File: config.mk
export PLATFORM = sky130hd
export DESIGN_NAME = serial_adder_ctrl
export DESIGN_NICKNAME = d
export VERILOG_FILES = /design/src/rtl/serial_adder_ctrl.sv
export SDC_FILE = /design/constraint.sdc
export NUM_CORES = 1
export LEC_CHECK = 0
export CELL_PAD_IN_SITES_DETAIL_PLACEMENT = 1
export CELL_PAD_IN_SITES_GLOBAL_PLACEMENT = 2
export CORE_UTILIZATION = 35
export CTS_CLUSTER_SIZE = 28
export DETAILED_ROUTE_END_ITERATION = 10
export HOLD_SLACK_MARGIN = 0.12
export PLACE_DENSITY = 0.87
export SYNTH_ARGS = -nofsm -noshare
export SYNTH_HDL_FRONTEND = slang
export SYNTH_SLANG_ARGS = --single-unit
export TNS_END_PERCENT = 100
File: constraint.sdc
create_clock -name clk -period 1.95 [get_ports clk]
set_input_delay 0.39 -clock clk [delete_from_list [all_inputs] [get_ports clk]]
set_output_delay 0.39 -clock clk [all_outputs]
set_load 0.03 [all_outputs]
File: src/rtl/serial_adder_ctrl.sv
// Bit-serial add/subtract sequencer: one mux-based full-adder cell is stepped
// LSB-first, one bit per clock, with valid/ready handshakes on both sides.

module full_adder_using_mux (
  input  logic a,
  input  logic b,
  input  logic c,
  output logic sum,
  output logic carry
);
  logic p;

  assign p     = a ^ b;
  // Propagate selects between inverting/passing c for sum and c/generate for carry.
  assign sum   = p ? ~c : c;
  assign carry = p ? c : a;
endmodule

module serial_adder_ctrl #(
  parameter int WIDTH = 8
) (
  input  logic             clk,
  input  logic             rst,
  input  logic             in_valid,
  output logic             in_ready,
  input  logic [WIDTH-1:0] op_a,
  input  logic [WIDTH-1:0] op_b,
  input  logic             sub,
  output logic             out_valid,
  input  logic             out_ready,
  output logic [WIDTH-1:0] result,
  output logic             cout,
  output logic             ovf
);
  localparam int CNT_W = (WIDTH > 1) ? $clog2(WIDTH) : 1;

  localparam logic [1:0] IDLE = 2'd0;
  localparam logic [1:0] RUN  = 2'd1;
  localparam logic [1:0] DONE = 2'd2;

  logic [1:0]       state;
  logic [WIDTH-1:0] sh_a;
  logic [WIDTH-1:0] sh_b;
  logic             carry;
  logic [CNT_W-1:0] cnt;
  logic             cell_sum;
  logic             cell_carry;
  logic             last_bit;

  full_adder_using_mux u_cell (
    .a     (sh_a[0]),
    .b     (sh_b[0]),
    .c     (carry),
    .sum   (cell_sum),
    .carry (cell_carry)
  );

  assign in_ready  = (state == IDLE);
  assign out_valid = (state == DONE);
  assign last_bit  = (cnt == CNT_W'(WIDTH - 1));

  // NOTE: sequential state uses non-blocking assignments so every flop samples
  // pre-edge values; the datapath registers are reset too, so an aborted
  // operation never leaves a partial result visible.
  always_ff @(posedge clk or posedge rst) begin
    if (rst) begin
      state  <= IDLE;
      sh_a   <= '0;
      sh_b   <= '0;
      carry  <= 1'b0;
      cnt    <= '0;
      result <= '0;
      cout   <= 1'b0;
      ovf    <= 1'b0;
    end else begin
      case (state)
        IDLE: begin
          if (in_valid) begin
            // Subtraction is A + ~B + 1: invert B here and seed the carry with 1.
            sh_a  <= op_a;
            sh_b  <= sub ? ~op_b : op_b;
            carry <= sub;
            cnt   <= '0;
            state <= RUN;
          end
        end
        RUN: begin
          result <= {cell_sum, result[WIDTH-1:1]};
          sh_a   <= sh_a >> 1;
          sh_b   <= sh_b >> 1;
          carry  <= cell_carry;
          cnt    <= cnt + 1'b1;
          if (last_bit) begin
            // Signed overflow: carry into the MSB differs from carry out of it.
            cout  <= cell_carry;
            ovf   <= carry ^ cell_carry;
            state <= DONE;
          end
        end
        DONE: begin
          if (out_ready) state <= IDLE;
        end
        default: state <= IDLE;
      endcase
    end
  end
endmodule

==> out/results.txt <==
Async set-or-reset flop fraction in the synthesized netlist: 1.00
All-Layer GR Usage: 0.166
Bufs on Longest Clock Path: 2
Detailed Route WL: 3.49 mm
IO Port Bufs: 32
Drt initial violations: 39
Reg2reg path depth: 4
CP endpoint kind: output port
Uppermost layer routed: met4
Crit path max fanout: 3
Worst Setup Start Kind: register
CTS Buf Count: 5
Crit path launch: result[2]$_DFFE_PP0N_
Max-slew violation count: 0
Io pins: 33
Met1 WL: 1.60 mm
Commonest non-fill, non-tap cell in the layout: dfrtp_1
Final Skew: 0.00521 ns
Global-route wire length before repair: 5.58 mm
Worst slew pin tran: 0.523 ns
Crit Path Class: reg -> out
Die X: 69.0 um
Syn Inst Count: 133
Synth Area per Inst: 11.8 um2
Post-route minimum period: 1.71 ns
Layout area overhead: 26.9%
R2r endpoint: sh_b[1]$_DFFE_PP0P_
Total gr overflow: 0
Fmax: 0.583 GHz
CTS Root Cell: clkbuf_8
Setup Buffers After CTS: 0
Fraction of layout cells with a size suffix above 1: 0.138
Placed wire-length estimate: 2.39 mm
DR vias/cell: 5.27
Initial core utilization: 0.379
Cell Chain, Critical Path: clkdlybuf4s50_1
Min-delay worst type: reg -> reg
Worst path bufs/invs: 1
Worst hold slack: 0.490 ns
Post-synth top flop: dfrtp_1
RSZ-0062 raised after global routing: false
Routed vias: 1,143
Pin count of the biggest net entering global routing: 33
WP depth: 1
Count of flip-flops with a built-in enable after synthesis: 0
Vias in the first global route: 1,174
Critical Path Max Stage Delay: 0.69 ns
Setup crit end: result[2]
Clock sinks: 32
Met3 wire len: 101 um
Die height: 69.0 um
Post-synthesis cell area: 1570 um2
TritonCTS clock tree: yes
Synth Register Bits: 32
Status: finished, final reports clean
Leakage power: 0.000930 uW
Core Box Area: 4140 um2
Final critical-path share of the clock period: 0.879
Routability congestion estimate: 0.762
Worst skew pair latency: 0.28 ns
DRC violations left: 0
Met2 WL: 1.72 mm
Hold Buf Count CTS: 0
Setup Total Neg Slack: 0 ns
H-tree depth: 2
Final nets: 189
Max-slew headroom: 0.651
Setup violations, final: 0
Crit path DAT: 1.32 ns
Post_cts resized: 0
Power Total: 3040 uW
Max-cap viol count: 0
Delay-heaviest family, CP: buffers and inverters
Yosys cell types: 28
Synthesis warning total: 0
WP data required: 1.56 ns
Worst vdd ir: 0.476 mV
First-pass detailed-route iteration total: 4
Initial antenna violation count: 0
Most frequent cells in the layout: 32 x dfrtp_1, 30 x clkdlybuf4s50_1, 14 x and3b_1, 9 x mux2_2
CTS clk-pin slew, worst paths: 0.07 ns
Final Hold Fails: 0
Critical Path Slowest Stage Cell: clkdlybuf4s50_1
Pwr Density: 1520 nW/um2
DIE AREA: 4760 um2
DRT antenna net count: 0
R2R setup slack: 0.50 ns
Rows: 23
Syn Nets: 156
Routed WL per cell: 16.1 um
Core Util, Final: 0.481
Inserted Diodes: 0
Register area share after synthesis: 0.510
R2R Path Start: state[1]$_DFFE_PP0P_
[routing by layer]
metal	global-route usage	vias up
met1	0.203	574
li1	-	538
met4	0.0842	0
met3	0.0247	7
met5	0	-
met2	0.280	24
[state kept, by name (all words and copies together) (netlist names)]
name and count:
result 8, sh_b 8, ovf 1, sh_a 8, carry 1, state 2, cnt 3, cout 1
[through the flow]
stage	cells	cell area (um2)	setup WS [ns]
2_1_floorplan	133	1570	0.442
3_3_place_gp	209	1900	0.169
3_5_place_dp	209	1900	0.109
4_1_cts	217	1990	0.217
5_1_grt	217	1990	0.184
6_report	217	1990	0.236
[area by class of cell]
type                            instances  area, um2
Multi-Input combinational cell         86        676
Clock buffer                            8       90.1
Sequential cell                        32        801
Timing Repair Buffer                   36        345
Inverter                                5       18.8
Fill cell                             459       2150
Tap cell                               50       62.6
[report_power, final]
part | switching (uW) | internal, uW
Clock | 239 | 288
Sequential | 178 | 951
Combinational | 715 | 664
[logic make-up (layout without fill, tap and decap cells)]
logic type               after synthesis  after routing  synth area share
flip-flops                            32             32             0.510
XOR/XNOR                              10             10            0.0558
adder cells (fa/ha/maj)                2              2            0.0159
AND/OR/NAND/NOR                       33             33             0.143
buffers and inverters                 15             49            0.0598
AO/OA/AOI/OAI                         31             31             0.145
multiplexers                          10             10            0.0709
[how the worst min path moves through the flow]
stage / from / end / cells past startpoint
final: sh_a[4]$_DFFE_PP0P_ / sh_a[4]$_DFFE_PP0P_ / 2
after global routing: sh_a[6]$_DFFE_PP0P_ / sh_a[6]$_DFFE_PP0P_ / 2
after CTS: sh_a[4]$_DFFE_PP0P_ / sh_a[4]$_DFFE_PP0P_ / 2
after detailed placement: sh_a[4]$_DFFE_PP0P_ / sh_a[4]$_DFFE_PP0P_ / 2
after global placement: sh_a[6]$_DFFE_PP0P_ / sh_a[6]$_DFFE_PP0P_ / 2
after floorplan: sh_a[1]$_DFFE_PP0P_ / sh_a[1]$_DFFE_PP0P_ / 2
[Yosys cell counts (2+ instances only)]
library cell | number | area, um2
ha_1 | 2 | 25.0
and3b_1 | 14 | 123
mux2_2 | 9 | 101
buf_6 | 4 | 45.0
a21oi_1 | 7 | 35.0
nand2_1 | 8 | 30.0
o21ai_0 | 8 | 40.0
xnor2_1 | 2 | 17.5
inv_1 | 5 | 18.8
a22o_1 | 4 | 35.0
xor2_1 | 8 | 70.1
buf_2 | 4 | 20.0
a221o_1 | 6 | 60.1
nor2_1 | 4 | 15.0
clkbuf_2 | 2 | 10.0
dfrtp_1 | 32 | 801
nor2b_1 | 2 | 12.5
a31oi_1 | 2 | 12.5
No activity file was read; power rests on OpenSTA's default activity.
